===== src/rtl/mesi_snoop_responder.sv =====
// MESI snoop responder: answers bus snoops against a direct-mapped tag/state store, latency 2 cycles (accept->rsp), +wb stall.
// One snoop in flight (snp_ready only in IDLE); wb_valid held until wb_ready. MESI_SNOOP_ERR_EN enables INVALIDATE-on-E/M proto_err.
module mesi_snoop_responder #(
   parameter int LINES    = 16,
   parameter int ADDR_W   = 32,
   parameter int OFFSET_W = 6
) (
   input  logic              clk,
   input  logic              reset,
   input  logic              upd_valid,
   input  logic [ADDR_W-1:0] upd_addr,
   input  logic [1:0]        upd_state,
   input  logic              snp_valid,
   output logic              snp_ready,
   input  logic [2:0]        snp_op,
   input  logic [ADDR_W-1:0] snp_addr,
   output logic              rsp_valid,
   output logic [1:0]        rsp_result,
   output logic              wb_valid,
   input  logic              wb_ready,
   output logic [ADDR_W-1:0] wb_addr,
   output logic              proto_err
);

   localparam int IDX_W  = $clog2(LINES);
   localparam int LINE_W = ADDR_W - OFFSET_W;
   localparam int TAG_W  = ADDR_W - OFFSET_W - IDX_W;

   localparam logic [1:0] LS_I = 2'b00;
   localparam logic [1:0] LS_S = 2'b01;
   localparam logic [1:0] LS_E = 2'b10;
   localparam logic [1:0] LS_M = 2'b11;

   localparam logic [1:0] RES_NOHIT = 2'b00;
   localparam logic [1:0] RES_HIT   = 2'b01;
   localparam logic [1:0] RES_HITM  = 2'b10;

   localparam logic [2:0] OP_READ  = 3'd1;
   localparam logic [2:0] OP_WRITE = 3'd2;
   localparam logic [2:0] OP_RWIM  = 3'd3;
   localparam logic [2:0] OP_INVAL = 3'd4;

   typedef enum logic [1:0] {
      IDLE   = 2'd0,
      LOOKUP = 2'd1,
      WB     = 2'd2,
      RESP   = 2'd3
   } fsm_t;

   fsm_t state, state_nxt;

   logic [TAG_W-1:0] tag_q [LINES];
   logic [1:0]       st_q  [LINES];

   logic [2:0]        op_q;
   logic [LINE_W-1:0] line_q;
   logic [IDX_W-1:0]  cap_idx;
   logic [TAG_W-1:0]  cap_tag;

   logic [IDX_W-1:0]  upd_idx;
   logic [TAG_W-1:0]  upd_tag;

   logic [1:0]        new_st_q;
   logic              commit_q;
   logic [1:0]        res_q;
   logic [1:0]        rsp_result_q;
   logic              wb_valid_q;
   logic [ADDR_W-1:0] wb_addr_q;

   logic [1:0]        cur_st;
   logic [TAG_W-1:0]  cur_tag;
   logic              lk_hit;
   logic [1:0]        lk_result;
   logic [1:0]        lk_new;
   logic              lk_commit;
   logic              lk_wb;

`ifdef MESI_SNOOP_ERR_EN
   logic lk_err;
   logic err_q;
`endif

   // Offset bits never reach the store; folded here so they are visibly consumed.
   logic unused_offset_bits;
   assign unused_offset_bits = ^{snp_addr[OFFSET_W-1:0], upd_addr[OFFSET_W-1:0]};

   assign cap_idx = line_q[IDX_W-1:0];
   assign cap_tag = line_q[LINE_W-1 -: TAG_W];
   assign upd_idx = upd_addr[OFFSET_W +: IDX_W];
   assign upd_tag = upd_addr[ADDR_W-1 -: TAG_W];

   assign cur_st  = st_q[cap_idx];
   assign cur_tag = tag_q[cap_idx];
   assign lk_hit  = (cur_st != LS_I) && (cur_tag == cap_tag);

   always_comb begin
      lk_result = RES_NOHIT;
      lk_new    = cur_st;
      lk_commit = 1'b0;
      lk_wb     = 1'b0;
`ifdef MESI_SNOOP_ERR_EN
      lk_err    = 1'b0;
`endif
      if (lk_hit) begin
         case (op_q)
            OP_READ: begin
               lk_result = (cur_st == LS_M) ? RES_HITM : RES_HIT;
               lk_new    = LS_S;
               lk_commit = 1'b1;
               lk_wb     = (cur_st == LS_M);
            end
            OP_RWIM: begin
               lk_result = (cur_st == LS_M) ? RES_HITM : RES_HIT;
               lk_new    = LS_I;
               lk_commit = 1'b1;
               lk_wb     = (cur_st == LS_M);
            end
            OP_INVAL: begin
               lk_result = RES_HIT;
`ifdef MESI_SNOOP_ERR_EN
               // Another cache invalidating our exclusive copy is illegal: flag it, keep the line.
               if (cur_st == LS_S) begin
                  lk_new    = LS_I;
                  lk_commit = 1'b1;
               end else begin
                  lk_err = 1'b1;
               end
`else
               lk_new    = LS_I;
               lk_commit = 1'b1;
`endif
            end
            OP_WRITE: begin
               lk_result = RES_NOHIT;
            end
            default: begin
               lk_result = RES_NOHIT;
            end
         endcase
      end
   end

   always_comb begin
      state_nxt = state;
      case (state)
         IDLE:    if (snp_valid) state_nxt = LOOKUP;
         LOOKUP:  state_nxt = lk_wb ? WB : RESP;
         WB:      if (wb_ready) state_nxt = RESP;
         RESP:    state_nxt = IDLE;
         default: state_nxt = IDLE;
      endcase
   end

   always_ff @(posedge clk or posedge reset) begin
      if (reset) state <= IDLE;
      else       state <= state_nxt;
   end

   always_ff @(posedge clk or posedge reset) begin
      if (reset) begin
         op_q         <= '0;
         line_q       <= '0;
         new_st_q     <= LS_I;
         commit_q     <= 1'b0;
         res_q        <= RES_NOHIT;
         rsp_result_q <= RES_NOHIT;
         wb_valid_q   <= 1'b0;
         wb_addr_q    <= '0;
`ifdef MESI_SNOOP_ERR_EN
         err_q        <= 1'b0;
`endif
      end else begin
         if (state == IDLE && snp_valid) begin
            op_q   <= snp_op;
            line_q <= snp_addr[ADDR_W-1:OFFSET_W];
         end
         if (state == LOOKUP) begin
            new_st_q <= lk_new;
            commit_q <= lk_commit;
            res_q    <= lk_result;
`ifdef MESI_SNOOP_ERR_EN
            err_q    <= lk_err;
`endif
            if (lk_wb) begin
               wb_valid_q <= 1'b1;
               wb_addr_q  <= {line_q, {OFFSET_W{1'b0}}};
            end else begin
               rsp_result_q <= lk_result;
            end
         end
         // Result is published only when the response actually goes out.
         if (state == WB && wb_ready) begin
            wb_valid_q   <= 1'b0;
            rsp_result_q <= res_q;
         end
      end
   end

   always_ff @(posedge clk or posedge reset) begin
      if (reset) begin
         for (int i = 0; i < LINES; i++) begin
            tag_q[i] <= '0;
            st_q[i]  <= LS_I;
         end
      end else begin
         if (state == RESP && commit_q && !(upd_valid && upd_idx == cap_idx))
            st_q[cap_idx] <= new_st_q;
         if (upd_valid) begin
            tag_q[upd_idx] <= upd_tag;
            st_q[upd_idx]  <= upd_state;
         end
      end
   end

   assign snp_ready  = (state == IDLE);
   assign rsp_valid  = (state == RESP);
   assign rsp_result = rsp_result_q;
   assign wb_valid   = wb_valid_q;
   assign wb_addr    = wb_addr_q;

`ifdef MESI_SNOOP_ERR_EN
   assign proto_err = (state == RESP) && err_q;
`else
   assign proto_err = 1'b0;
`endif

endmodule


===== config.mk =====
export PLATFORM = sky130hd
export DESIGN_NAME = mesi_snoop_responder
export DESIGN_NICKNAME = d
export VERILOG_FILES = /design/src/rtl/mesi_snoop_responder.sv
export SDC_FILE = /design/constraint.sdc
export NUM_CORES = 1
export LEC_CHECK = 0
export BUFFER_PORTS_ARGS = -buffer_cell sky130_fd_sc_hd__buf_2
export CELL_PAD_IN_SITES_DETAIL_PLACEMENT = 1
export CELL_PAD_IN_SITES_GLOBAL_PLACEMENT = 2
export CORE_ASPECT_RATIO = 0.5
export CORE_UTILIZATION = 45
export CTS_CLUSTER_DIAMETER = 40
export DETAILED_ROUTE_END_ITERATION = 10
export PLACE_DENSITY_LB_ADDON = 0.1
export SKIP_CTS_REPAIR_TIMING = 1
export SYNTH_ARGS = -nofsm -noshare
export SYNTH_HDL_FRONTEND = slang
export SYNTH_SLANG_ARGS = --single-unit

===== constraint.sdc =====
create_clock -name clk -period 24.9 [get_ports clk]
set_input_delay 7.47 -clock clk [delete_from_list [all_inputs] [get_ports clk]]
set_output_delay 7.47 -clock clk [all_outputs]
set_load 0.1 [all_outputs]

[Word level (Yosys, flattened, before mapping)]
Cells that the tools add are included.
Operators by class
  $lt $le $gt $ge: 4
  multiplexer cells: 36
  bitwise logic cells: 2
  reduce and logical (&&, ||, !) cells: 20
  equality and inequality tests: 12
Operator list (number)
  $bwmux W352: 1
  $bmux W22 S4: 1
  $demux W22 S4: 1
  $mux W22: 3
  $bwmux W32: 2
  $mux W32: 2
  $mux W2: 12
  $eq A22 B22 Y1: 1
  $demux W2 S4: 2
  $ge A5 B5 Y1 const B: 2
  $lt A5 B1 Y1 const B: 2
  $not A4 Y5: 2
  $bmux W2 S4: 1
  $logic_and A1 B1 Y1: 8
  $mux W1: 8
  $pmux W2 S2: 2
  $pmux W2 S4: 1
  $reduce_and A2 Y1: 4
  $eq A2 B2 Y1 const B: 3
  $reduce_bool A2 Y1: 3
  $eq A4 B4 Y1: 1
  $ne A2 B2 Y1 const B: 2
  $reduce_or A2 Y1: 2
  $eq A3 B1 Y1 const B: 1
  other kinds (7): 7
Word-level totals
  input port bits: 74
  bits in registers: 449

[Depth between registers and ports, before layout]
Gate-level depths: netlist of run 1.
  word-level depth: 11
  gate-level depth with buffers: 15
  depth with buffers taken out: 9

[Worst setup path before layout of run 1]
OpenSTA, ideal clock, no wires.
  path type: input-to-reg
  start: input upd_addr[8]
  end: register tag_q[270] (netlist name)
  setup slack: 15.832 ns
  library setup time: 0.125 ns
  data arrival time: 8.943 ns
  stages: 5
  required time: 24.775 ns
  cell sequence: nor3b_1 > nor2b_1 > clkbuf_1 > buf_1 > mux2_2
Between the ends
  longest elaborated chain between the ends: 6
  elaborated cells on any way between the ends: 7
RTL lines
  start, declared: RTL line 11  | input logic [ADDR_W-1:0] upd_addr,
  $not A4 Y5 (not written as such) *: RTL line 209  | tag_q[upd_idx] <= upd_tag;
  $ge A5 B5 Y1 (not written as such) or $lt A5 B1 Y1 (tied branches): RTL line 209
  $logic_and A1 B1 Y1 (not written as such): RTL line 209
  $mux W22 (not written as such): RTL line 209
  $demux W22 S4 *: RTL line 209
  $bwmux W352 *: RTL line 209
  end signal, assigned by index: RTL line 209
  end, declared: RTL line 52  | logic [TAG_W-1:0] tag_q [LINES];
Mark *: on every way between the ends. The rest lies on a longest branch, timed or not.
A chain may end at the register's enable or synchronous reset.

[Worst setup path in the final report of run 1]
  start: register state[1]
  end: output snp_ready
Between the ends
  longest elaborated chain between the ends: 1
RTL lines
  start, declared: RTL line 50  | fsm_t state, state_nxt;
  start signal, assigned: RTL line 156  | else state <= state_nxt;
  $logic_not A2 Y1: RTL line 215  | assign snp_ready = (state == IDLE);
  end, declared: RTL line 14  | output logic snp_ready,
No other way between the ends.

==> insert_results.sql, run 1 <==
INSERT INTO impl_metrics (metric_group, metric, value, unit) VALUES
('sta', 'timing_max_transition_violations_final', '0', ''),
('die', 'floorplan.rows', '55', ''),
('finish', 'final_layout_size_suffix_gt1_frac', '0.462', ''),
('finish', 'commonest_non_fill_non_tap_cells_in_the_layout', '446 x dfrtp_1, 405 x mux2_2, 92 x buf_2', ''),
('setup_path', 'timing.setup.critical_path_class', 'reg -> out', ''),
('yosys', 'fraction_of_the_yosys_area_taken_by_sequential_cells', '0.532', ''),
('yosys', 'synth.yosys.warnings', '0', ''),
('detailed_routing', 'routed-wl-met3', '2230', 'um'),
('power_and_ir_drop', 'power-per-cell-area', '116', 'nW/um^2'),
('finish', 'fill_cells', '4410', ''),
('global_routing', 'via_count_of_the_first_global_routing_pass', '14100', ''),
('placed_design', 'dp_slack', '15.25', 'ns'),
('global_routing', 'wire_length_of_the_first_global_routing_pass', '90500', 'um'),
('power_and_ir_drop', 'power.static_leakage', '10.3', 'nW'),
('die', 'start_util', '0.462', ''),
('power_and_ir_drop', 'worst_ir_drop_vdd', '56.2', 'uV'),
('clock_tree', 'cts_tree', 'built', ''),
('yosys', 'count_of_different_cell_masters_after_synthesis', '59', ''),
('yosys', 'post-synth-top-area-fraction', '0.532', ''),
('setup_path', 'worst_setup_path_start_kind', 'flop', ''),
('clock_tree', 'root_cell_of_the_clock_tree', 'clkbuf_16', ''),
('global_routing', 'antenna_found_initial', '1', ''),
('sta', 'setup-tns-final', '0', 'ns'),
('clock_tree', 'cts_inserted_buffers', '46', ''),
('detailed_routing', 'viasPerCell', '5.77', ''),
('die', 'num_io_pins', '112', ''),
('die', 'floorplan.die_area', '47900', 'sq um'),
('die', 'width_of_the_die', '308', 'um'),
('global_routing', 'globalRoute.totalOverflow', '0', ''),
('sta', 'setup_viol_count_final', '0', ''),
('yosys', 'synth_flop_cell', 'dfrtp_1', ''),
('placed_design', 'placedCellCount', '2092', ''),
('run', 'cap_viol_max_count', '0', ''),
('setup_path', 'end_kind', 'output pin', ''),
('yosys', 'number_of_instances_in_the_synthesized_netlist', '1461', ''),
('clock_tree', 'clock_tree.htree_level_count', '2', ''),
('yosys', 'synth_enable_flop_cells', '0', ''),
('die', 'core', '45800', 'sq um'),
('setup_path', 'critical_path_peak_fanout', '5', ''),
('sta', 'final_critical_path_setup_slack', '15.63', 'ns'),
('placed_design', 'buffer_ports.inserted', '92', ''),
('sta', 'finClkSkew', '0.0165', 'ns'),
('sta', 'unrepaired_setup_endpoints_after_global_routing', 'no', ''),
('clock_tree', 'cts_sinks', '449', ''),
('yosys', 'syn_area', '21100', 'sq um'),
('yosys', 'async_flop_share', '1.00', ''),
('die', 'overall_die_height', '155', 'um'),
('detailed_routing', 'route.vias.total', '12600', ''),
('sta', 'max_slew.worst_pin.slew', '1.14', 'ns'),
('finish', 'area_growth_syn_to_layout', '12.5', '%'),
('detailed_routing', 'ant_nets', '0', ''),
('finish', 'layoutNonFillerInstCount', '2177', ''),
('detailed_routing', 'first_pass_iters', '5', ''),
('setup_path', 'worstPathArrival', '1.80', 'ns'),
('placed_design', 'dp_hpwl', '36200', 'um'),
('outcome', 'run_status', 'finished clean', ''),
('setup_path', 'timing.critical_path.required', '17.43', 'ns'),
('finish', 'final_common_cell', 'dfrtp_1', ''),
('finish', 'num-nets-final', '1591', ''),
('detailed_routing', 'drt_iter0_markers', '811', ''),
('placed_design', 'place.gp.congestion', '0.795', ''),
('clock_tree', 'worst_skew_pair_later_pin_latency', '0.57', 'ns'),
('detailed_routing', 'wire_per_inst', '27.0', 'um'),
('global_routing', 'grt_start_max_net_pins', '191', ''),
('power_and_ir_drop', 'p_total', '0.00275', 'W'),
('sta', 'max_freq', '108', 'MHz'),
('detailed_routing', 'post-route-drc-count', '0', ''),
('clock_tree', 'path_clk_slew', '0.06', 'ns'),
('detailed_routing', 'route.met2.wl', '28500', 'um'),
('yosys', 'yosys-top-cells-area', 'dfrtp_1 53%, mux2_2 22%, mux4_2 7.6%', ''),
('sta', 'period_minus_slack', '9.27', 'ns'),
('detailed_routing', 'route.layer.met1.wl', '27000', 'um'),
('sta', 'slew_limit_headroom', '0.243', ''),
('sta', 'finalCritPeriodShare', '0.372', ''),
('sta', 'finalHoldViolations', '0', ''),
('yosys', 'yosysTopAreaCell', 'dfrtp_1', ''),
('hold_path', 'worst_hold_path_type', 'reg -> reg', ''),
('finish', 'post-route-util', '0.519', ''),
('detailed_routing', 'top_layer_in_use', 'met4', ''),
('clock_tree', 'clockBufferDepth', '3', ''),
('yosys', 'synth_seq_cells', '449', ''),
('detailed_routing', 'routed_wl', '58800', 'um'),
('global_routing', 'grt_util_all_layers', '0.255', ''),
('yosys', 'avg_inst_size_synth', '14.5', 'sq um');
cell families (layout without fill, tap and decap cells):
kind of cell,after synthesis,in the layout,share of synthesized area
other,1,8,0.000178
adder cells (fa/ha/maj),4,4,0.00237
XOR/XNOR,29,29,0.0120
buffers and inverters,128,210,0.0323
AND/OR/NAND/NOR,159,159,0.0366
multiplexers,585,585,0.352
AO/OA/AOI/OAI,106,106,0.0324
flip-flops,449,449,0.532
sequential cells by signal (all words and copies together), names as in the netlist:
register	cells
tag_q	352
st_q	32
line_q	26
wb_addr	26
op_q	3
new_st_q	2
res_q	2
rsp_result	2
state	2
commit_q	1
wb_valid	1
worst max-delay path: stages (launching register included):
cell and delay (ns):
dfrtp_1 0.42, inv_1 0.12, ha_1 0.23, buf_2 0.45
Yosys cell counts, drive strengths merged, types with 6 or more instances:
master	n
clkbuf	69
inv	11
xnor2	17
a211oi	6
a221oi	7
nor2	49
nand2b	12
nor2b	10
mux2i	85
dfrtp	449
nand3	11
mux2	423
xor2	12
a21oi	20
buf	48
a31oi	6
o22ai	11
nand2	46
o21ai	30
a22oi	8
mux4	77
per-stage QoR:
step	hold slack (ns)	instance area, sq um
floorplan	0.439	21100
global placement	0.458	22000
detailed placement	0.481	22000
CTS	0.500	23800
global route	0.515	23800
finish	0.492	23800
power breakdown:
part,internal [W],switching (W)
Combinational,0.000444,0.000464
Sequential,0.000903,0.000161
Clock,0.000471,0.000311
layout make-up:
cell class,instances,area (sq um),share of cell area
clock inverters,24,363,0.0153
multi-input cells,890,9310,0.392
repair buffers,115,646,0.0272
clock buffers,60,1360,0.0571
flip-flops and latches,449,11200,0.473
inverters,11,48.8,0.00205
well taps,627,785,0.0330
diodes,1,2.50,0.000105
layer usage:
layer,global-route usage,vias to the layer above
met1,0.357,6855
met5,0,-
met4,0.0569,0
li1,-,5437
met3,0.0428,76
met2,0.420,200
worst paths after layout:
| kind | from | endpoint | slack [ns] | cells after the start |
|---|---|---|---|---|
| min in group asynchronous | reset | line_q[13]$_DFFE_PP0P_ | 7.05 | 2 |
| setup / recovery | state[1]$_DFFE_PP0P_ | snp_ready | 15.63 | 3 |
| max in group asynchronous | reset | tag_q[236]$_DFFE_PP0P_ | 16.30 | 3 |
| hold reg to reg | res_q[1]$_DFFE_PP0P_ | res_q[1]$_DFFE_PP0P_ | 0.49 | 1 |
| hold / removal | res_q[1]$_DFFE_PP0P_ | res_q[1]$_DFFE_PP0P_ | 0.49 | 1 |
| setup reg to reg | line_q[3]$_DFFE_PP0P_ | wb_addr[23]$_DFFE_PP0P_ | 19.55 | 10 |
Power figures use the tool's default switching activity.
==> run 2: changes to the inputs <==
--- a/config.mk
+++ b/config.mk
@@ -5,11 +5,12 @@
 export SDC_FILE = /design/constraint.sdc
 export NUM_CORES = 1
 export LEC_CHECK = 0
+export ABC_AREA = 1
 export BUFFER_PORTS_ARGS = -buffer_cell sky130_fd_sc_hd__buf_2
 export CELL_PAD_IN_SITES_DETAIL_PLACEMENT = 1
 export CELL_PAD_IN_SITES_GLOBAL_PLACEMENT = 2
 export CORE_ASPECT_RATIO = 0.5
-export CORE_UTILIZATION = 45
+export CORE_UTILIZATION = 33
 export CTS_CLUSTER_DIAMETER = 40
 export DETAILED_ROUTE_END_ITERATION = 10
 export PLACE_DENSITY_LB_ADDON = 0.1
==> constraint.sdc (replaced) <==
create_clock -name clk -period 8.2 [get_ports clk]
set_input_delay 2.46 -clock clk [delete_from_list [all_inputs] [get_ports clk]]
set_output_delay 2.46 -clock clk [all_outputs]
set_load 0.1 [all_outputs]
==> insert_results.sql, run 2 <==
INSERT INTO impl_metrics (metric_group, metric, value, unit) VALUES
('global_routing', 'via_count_of_the_first_global_routing_pass', '18100', ''),
('yosys', 'combinational_family_with_the_most_area_after_synthesis', 'simple AND/OR/NAND/NOR gates', ''),
('global_routing', 'globalRoute.totalOverflow', '0', ''),
('yosys', 'synth.yosys.warnings', '0', ''),
('sta', 'finalCritPeriodShare', '0.593', ''),
('setup_path', 'worstPathArrival', '5.31', 'ns'),
('yosys', 'synth_simple_gate_area_share', '0.282', ''),
('clock_tree', 'cts_inserted_buffers', '53', ''),
('detailed_routing', 'routed_wl', '77900', 'um'),
('detailed_routing', 'first_pass_iters', '5', ''),
('clock_tree', 'root_cell_of_the_clock_tree', 'clkbuf_16', ''),
('yosys', 'number_of_instances_in_the_synthesized_netlist', '2826', ''),
('sta', 'timing_max_transition_violations_final', '0', ''),
('yosys', 'synth.top_cells.by_count', '1363 x nand2_1, 449 x dfrtp_1, 396 x o21ai_0, 113 x clkbuf_1, 106 x inv_1', ''),
('die', 'floorplan.die_area', '66100', 'sq um'),
('sta', 'finalHoldViolations', '0', ''),
('yosys', 'synth_adder_area_share', '0.00233', ''),
('placed_design', 'buffer_ports.inserted', '92', ''),
('sta', 'slew_limit_headroom', '0.277', ''),
('detailed_routing', 'ant_nets', '0', ''),
('clock_tree', 'clock_tree.htree_level_count', '2', ''),
('die', 'overall_die_height', '182', 'um'),
('detailed_routing', 'drt_iter0_markers', '1470', ''),
('global_routing', 'grt_util_all_layers', '0.240', ''),
('finish', 'final_layout_size_suffix_gt1_frac', '0.104', ''),
('placed_design', 'dp_hpwl', '47000', 'um'),
('detailed_routing', 'wire_per_inst', '20.8', 'um'),
('detailed_routing', 'post-route-drc-count', '0', ''),
('setup_path', 'worst_setup_path_start_kind', 'flop', ''),
('yosys', 'yosysMostFrequentCell', 'nand2_1', ''),
('outcome', 'run_status', 'finished clean', ''),
('yosys', 'syn_area', '21500', 'sq um'),
('yosys', 'avg_inst_size_synth', '7.60', 'sq um'),
('hold_path', 'worst_hold_path_type', 'reg -> reg', ''),
('clock_tree', 'clockBufferDepth', '3', ''),
('sta', 'max_freq', '206', 'MHz'),
('finish', 'commonest_non_fill_non_tap_cells_in_the_layout', '1350 x nand2_1, 447 x dfrtp_1, 396 x o21ai_0', ''),
('yosys', 'synth_enable_flop_cells', '0', ''),
('sta', 'max_slew.worst_pin.slew', '1.08', 'ns'),
('clock_tree', 'path_clk_slew', '0.06', 'ns'),
('global_routing', 'grt_start_max_net_pins', '121', ''),
('clock_tree', 'cts_tree', 'built', ''),
('yosys', 'async_flop_share', '1.00', ''),
('finish', 'final_common_cell', 'nand2_1', ''),
('yosys', 'yosys-top-cells-area', 'dfrtp_1 52%, nand2_1 24%, o21ai_0 9.2%', ''),
('placed_design', 'placedCellCount', '3640', ''),
('clock_tree', 'worst_skew_pair_later_pin_latency', '0.60', 'ns'),
('sta', 'period_minus_slack', '4.87', 'ns'),
('yosys', 'synth_compound_gate_area_share', '0.128', ''),
('yosys', 'post_synth_mux_area_share', '0.00105', ''),
('setup_path', 'critical_path_peak_fanout', '52', ''),
('finish', 'largest_register_ffs', '352', ''),
('finish', 'layoutNonFillerInstCount', '3736', ''),
('detailed_routing', 'viasPerCell', '4.90', ''),
('yosys', 'fraction_of_the_yosys_area_taken_by_sequential_cells', '0.523', ''),
('die', 'start_util', '0.337', ''),
('sta', 'finClkSkew', '0.0236', 'ns'),
('yosys', 'post_synth_xor_area_fraction', '0.000816', ''),
('detailed_routing', 'route.vias.total', '18300', ''),
('setup_path', 'end_kind', 'flop', ''),
('clock_tree', 'cts_sinks', '449', ''),
('placed_design', 'place.gp.congestion', '0.814', ''),
('die', 'num_io_pins', '112', ''),
('yosys', 'post-synth-top-area-fraction', '0.523', ''),
('yosys', 'yosysTopAreaCell', 'dfrtp_1', ''),
('yosys', 'count_of_different_cell_masters_after_synthesis', '37', ''),
('setup_path', 'timing.setup.critical_path_class', 'reg -> reg', ''),
('sta', 'setup_viol_count_final', '0', ''),
('finish', 'layout_top_registers', 'tag_q x352, st_q x32', ''),
('run', 'cap_viol_max_count', '0', ''),
('global_routing', 'antenna_found_initial', '1', ''),
('sta', 'unrepaired_setup_endpoints_after_global_routing', 'no', ''),
('finish', 'registers.top_by_ff_count', 'tag_q', ''),
('die', 'width_of_the_die', '363', 'um'),
('yosys', 'synth_flop_cell', 'dfrtp_1', ''),
('power_and_ir_drop', 'power-per-cell-area', '351', 'nW/um^2'),
('global_routing', 'wire_length_of_the_first_global_routing_pass', '119000', 'um'),
('finish', 'num-nets-final', '2902', ''),
('power_and_ir_drop', 'power.static_leakage', '12.4', 'nW'),
('power_and_ir_drop', 'worst_ir_drop_vdd', '174', 'uV'),
('power_and_ir_drop', 'p_total', '0.00854', 'W'),
('finish', 'area_growth_syn_to_layout', '13.2', '%'),
('setup_path', 'timing.critical_path.required', '8.64', 'ns'),
('yosys', 'synth_seq_cells', '449', ''),
('die', 'core', '63700', 'sq um'),
('die', 'floorplan.rows', '65', '');
## run 2: path summary, 6_finish.rpt
kind	startpoint	to	slack (ns)	cells past startpoint
setup / recovery	line_q[1]$_DFFE_PP0P_	wb_addr[7]$_DFFE_PP0P_	3.33	16
hold / removal	wb_addr[21]$_DFFE_PP0P_	wb_addr[21]$_DFFE_PP0P_	0.48	2
setup reg to reg	line_q[1]$_DFFE_PP0P_	wb_addr[7]$_DFFE_PP0P_	3.33	16
hold reg to reg	wb_addr[21]$_DFFE_PP0P_	wb_addr[21]$_DFFE_PP0P_	0.48	2
max in group asynchronous	reset	line_q[0]$_DFFE_PP0P_	4.66	3
min in group asynchronous	reset	wb_addr[24]$_DFFE_PP0P_	2.09	2
## run 2: final cells by class
class	instances	area, sq um
diodes	1	2.50
flip-flops and latches	449	11200
repair buffers	130	796
multi-input cells	2077	8940
clock buffers	70	1470
fillers	7767	39400
well taps	871	1090
inverters	113	432
clock inverters	25	334
## run 2: layer usage
| layer | global-route usage | up-vias | wire (um) | part of all wire |
|---|---|---|---|---|
| met5 | 0 | - | 0 | 0 |
| met4 | 0.0356 | 0 | 899 | 0.012 |
| met3 | 0.0419 | 62 | 3850 | 0.049 |
| met2 | 0.348 | 309 | 31900 | 0.41 |
| met1 | 0.376 | 9053 | 41200 | 0.53 |
| li1 | - | 8899 | - | - |
## run 2: cell families (layout without fill, tap and decap cells)
group | after synthesis | in the layout
flops | 449 | 449
fa+ha+maj | 4 | 4
xor+xnor | 2 | 2
mux | 2 | 2
other cells | 1 | 8
simple gates | 1553 | 1553
buf+inv | 306 | 338
compound gates | 509 | 509
## run 2: through the flow
step / area [sq um] / setup TNS [ns] / utilization / hold slack [ns] / setup slack, ns
6_report: 24300 / 0 / 0.382 / 0.476 / 3.33
5_1_grt: 24300 / 0 / 0.382 / 0.498 / 2.92
4_1_cts: 24300 / 0 / 0.382 / 0.483 / 3.24
3_5_place_dp: 22500 / 0 / 0.353 / 0.468 / 3.24
3_3_place_gp: 22500 / 0 / 0.353 / 0.465 / 3.32
2_1_floorplan: 21500 / -148.68 / - / 0.451 / -0.331
## run 2: worst max-delay path, stage by stage (launching register included)
cell	delay (ns)
dfrtp_2	0.40
clkinv_2	0.52
nor2_4	0.82
buf_4	0.47
nand2_1	0.10
nand3_1	0.10
nand2_1	0.05
nand2_1	0.35
nor2_1	0.08
nand2_1	0.09
nand2_1	0.06
nor3_1	0.19
nand4_1	0.18
nor2_4	0.19
nand3_4	0.66
nand2_1	0.29
o21ai_2	0.08
## run 2: where the power goes
group | internal, W | switching, W | leakage (nW) | total [W]
registers | 0.00273 | 0.000312 | 5.64 | 0.00304
clock network | 0.00148 | 0.00102 | 0.887 | 0.00251
logic | 0.000797 | 0.00219 | 5.90 | 0.00299
total | 0.00501 | 0.00352 | 12.4 | 0.00854
==> run 3: changes to the inputs <==
--- a/config.mk
+++ b/config.mk
@@ -5,12 +5,12 @@
 export SDC_FILE = /design/constraint.sdc
 export NUM_CORES = 1
 export LEC_CHECK = 0
-export ABC_AREA = 1
+export ABC_AREA = 0
 export BUFFER_PORTS_ARGS = -buffer_cell sky130_fd_sc_hd__buf_2
 export CELL_PAD_IN_SITES_DETAIL_PLACEMENT = 1
 export CELL_PAD_IN_SITES_GLOBAL_PLACEMENT = 2
 export CORE_ASPECT_RATIO = 0.5
-export CORE_UTILIZATION = 33
+export CORE_UTILIZATION = 45
 export CTS_CLUSTER_DIAMETER = 40
 export DETAILED_ROUTE_END_ITERATION = 10
 export PLACE_DENSITY_LB_ADDON = 0.1
==> constraint.sdc (replaced) <==
create_clock -name clk -period 5 [get_ports clk]
set_input_delay 1.5 -clock clk [delete_from_list [all_inputs] [get_ports clk]]
set_output_delay 1.5 -clock clk [all_outputs]
set_load 0.1 [all_outputs]
==> insert_results.sql, run 3 (synthesized netlist as in run 1, its figures left out) <==
INSERT INTO impl_metrics (metric_group, metric, value, unit) VALUES
('outcome', 'run_status', 'finished clean', ''),
('die', 'width_of_the_die', '308', 'um'),
('power_and_ir_drop', 'power-per-cell-area', '560', 'nW/um^2'),
('finish', 'finalInstanceArea', '23800', 'sq um'),
('finish', 'layoutNonFillerInstCount', '2201', ''),
('finish', 'commonest_non_fill_non_tap_cells_in_the_layout', '446 x dfrtp_1, 405 x mux2_2, 92 x buf_2', ''),
('hold_path', 'worst_hold_path_type', 'reg -> reg', ''),
('global_routing', 'globalRoute.totalOverflow', '0', ''),
('sta', 'finalCritPeriodShare', '0.848', ''),
('global_routing', 'via_count_of_the_first_global_routing_pass', '14200', ''),
('die', 'floorplan.die_area', '47900', 'sq um'),
('sta', 'timing_max_transition_violations_final', '0', ''),
('finish', 'final_common_cell', 'dfrtp_1', ''),
('placed_design', 'dp_hpwl', '37900', 'um'),
('sta', 'finalHoldViolations', '0', ''),
('finish', 'layout_top_registers', 'tag_q x352, st_q x32', ''),
('clock_tree', 'path_clk_slew', '0.06', 'ns'),
('setup_path', 'end_kind', 'flop', ''),
('finish', 'final_layout_size_suffix_gt1_frac', '0.467', ''),
('setup_path', 'worstPathArrival', '4.68', 'ns'),
('sta', 'period_minus_slack', '4.24', 'ns'),
('clock_tree', 'root_cell_of_the_clock_tree', 'clkbuf_16', ''),
('detailed_routing', 'routed_wl', '58900', 'um'),
('power_and_ir_drop', 'worst_ir_drop_vdd', '260', 'uV'),
('setup_path', 'timing.setup.critical_path_class', 'reg -> reg', ''),
('setup_path', 'timing.critical_path.cells', 'nand2_1 > a211oi_1 > a211oi_1 > xnor2_1 > nand4_1 > a2111o_1 > nor4_1 > and3_2 > buf_12 > mux2_2', ''),
('placed_design', 'place.gp.congestion', '0.804', ''),
('finish', 'num-nets-final', '1616', ''),
('die', 'num_io_pins', '112', ''),
('finish', 'area_growth_syn_to_layout', '12.7', '%'),
('clock_tree', 'cts_inserted_buffers', '45', ''),
('placed_design', 'dp_slack', '0.734', 'ns'),
('detailed_routing', 'drt_iter0_markers', '641', ''),
('sta', 'final_critical_path_setup_slack', '0.760', 'ns'),
('clock_tree', 'cts_tree', 'built', ''),
('sta', 'slew_limit_headroom', '0.236', ''),
('setup_path', 'worst_setup_path_start_kind', 'flop', ''),
('setup_path', 'cp_bufs_invs', '1', ''),
('placed_design', 'placedCellCount', '2118', ''),
('placed_design', 'post_dp_cell_area', '22300', 'sq um'),
('global_routing', 'wire_length_of_the_first_global_routing_pass', '90600', 'um'),
('clock_tree', 'clockBufferDepth', '3', ''),
('sta', 'setup_viol_count_final', '0', ''),
('detailed_routing', 'viasPerCell', '5.71', ''),
('setup_path', 'critical_path_peak_fanout', '34', ''),
('setup_path', 'timing.critical_path.required', '5.44', 'ns'),
('finish', 'ff_latch_area', '11200', 'sq um'),
('finish', 'largest_register_ffs', '352', ''),
('global_routing', 'grt_start_max_net_pins', '100', ''),
('sta', 'unrepaired_setup_endpoints_after_global_routing', 'no', ''),
('sta', 'max_slew.worst_pin.slew', '1.15', 'ns'),
('placed_design', 'buffer_ports.inserted', '92', ''),
('clock_tree', 'worst_skew_pair_later_pin_latency', '0.57', 'ns'),
('power_and_ir_drop', 'power.static_leakage', '10.4', 'nW'),
('detailed_routing', 'ant_nets', '0', ''),
('finish', 'post-route-util', '0.520', ''),
('die', 'floorplan.rows', '55', ''),
('finish', 'fill_cells', '4408', ''),
('finish', 'registers.top_by_ff_count', 'tag_q', ''),
('global_routing', 'antenna_found_initial', '2', ''),
('sta', 'setup-tns-final', '0', 'ns'),
('die', 'overall_die_height', '155', 'um'),
('detailed_routing', 'route.vias.total', '12600', ''),
('detailed_routing', 'first_pass_iters', '4', ''),
('setup_path', 'timing.critical_path.slowest_stage_cell', 'dfrtp_4', ''),
('finish', 'multi_input_comb_area', '9310', 'sq um'),
('detailed_routing', 'post-route-drc-count', '0', ''),
('clock_tree', 'cts_sinks', '449', ''),
('die', 'core', '45800', 'sq um'),
('sta', 'finClkSkew', '0.0223', 'ns'),
('sta', 'max_freq', '236', 'MHz'),
('clock_tree', 'clock_tree.htree_level_count', '2', ''),
('detailed_routing', 'wire_per_inst', '26.8', 'um'),
('run', 'cap_viol_max_count', '0', ''),
('global_routing', 'grt_util_all_layers', '0.256', ''),
('die', 'start_util', '0.462', ''),
('setup_path', 'max_stage_delay', '0.87', 'ns'),
('setup_path', 'critical-path-top-delay-family', 'simple AND/OR/NAND/NOR gates', ''),
('setup_path', 'critical_path.most_common_cell', 'a211oi_1', '');
## run 3: cell count changes in the layout (fill, tap and decap cells not counted), moves of 25 or more
| cell | delta |
|---|---|
| mux4_2 | +71 |
| o21ai_0 | -366 |
| nor2_1 | -48 |
| nand2_1 | -1304 |
| mux2i_1 | +85 |
| nand3_1 | -27 |
| nand2_2 | -36 |
| inv_1 | -95 |
| mux2_2 | +403 |
| o211ai_1 | -30 |
| o21ai_2 | -25 |
## run 3: final timing paths
check	startpoint	end	slack [ns]	cells after the start
worst max-delay path	line_q[0]$_DFFE_PP0P_	wb_addr[26]$_DFFE_PP0P_	0.76	10
worst min-delay path	commit_q$_DFFE_PP0P_	commit_q$_DFFE_PP0P_	0.46	2
worst max register to register	line_q[0]$_DFFE_PP0P_	wb_addr[26]$_DFFE_PP0P_	0.76	10
worst min register to register	commit_q$_DFFE_PP0P_	commit_q$_DFFE_PP0P_	0.46	2
max in group asynchronous	reset	st_q[14]$_DFF_PP0_	2.80	3
min in group asynchronous	reset	tag_q[272]$_DFFE_PP0P_	1.15	2
## run 3: cell type report
type / count / share of cell area
Sequential cell: 449 / 0.472
Multi-Input combinational cell: 890 / 0.391
Clock buffer: 65 / 0.0560
Timing Repair Buffer: 141 / 0.0395
Tap cell: 627 / 0.0330
Clock inverter: 17 / 0.00599
Inverter: 11 / 0.00189
Antenna cell: 1 / 0.000105
## run 3: report_power, final
group          switching, W  leakage [nW]  internal [W]  total, W
Clock               0.00147         0.718       0.00192   0.00339
Sequential         0.000777          5.54       0.00450   0.00527
Combinational       0.00238          4.11       0.00229   0.00467
## run 3: worst min-delay path, cell delays in order, from the launching register on
cell and delay (ns):
dfrtp_1 0.34, nand2_1 0.05, nand2_1 0.05
## run 3: layer usage
layer	part of all wire	track usage	up-vias
li1	-	-	5478
met1	0.46	0.359	6803
met2	0.48	0.416	206
met3	0.041	0.0459	86
met4	0.022	0.0616	2
met5	0.00022	0	-
## run 3: stage by stage
step	hold slack, ns	total power [W]
final	0.465	0.0133
after global placement	0.453	0.00977
after CTS	0.472	0.0134
after global routing	0.497	0.0140
after detailed placement	0.459	0.0100
after floorplan	0.439	0.00855
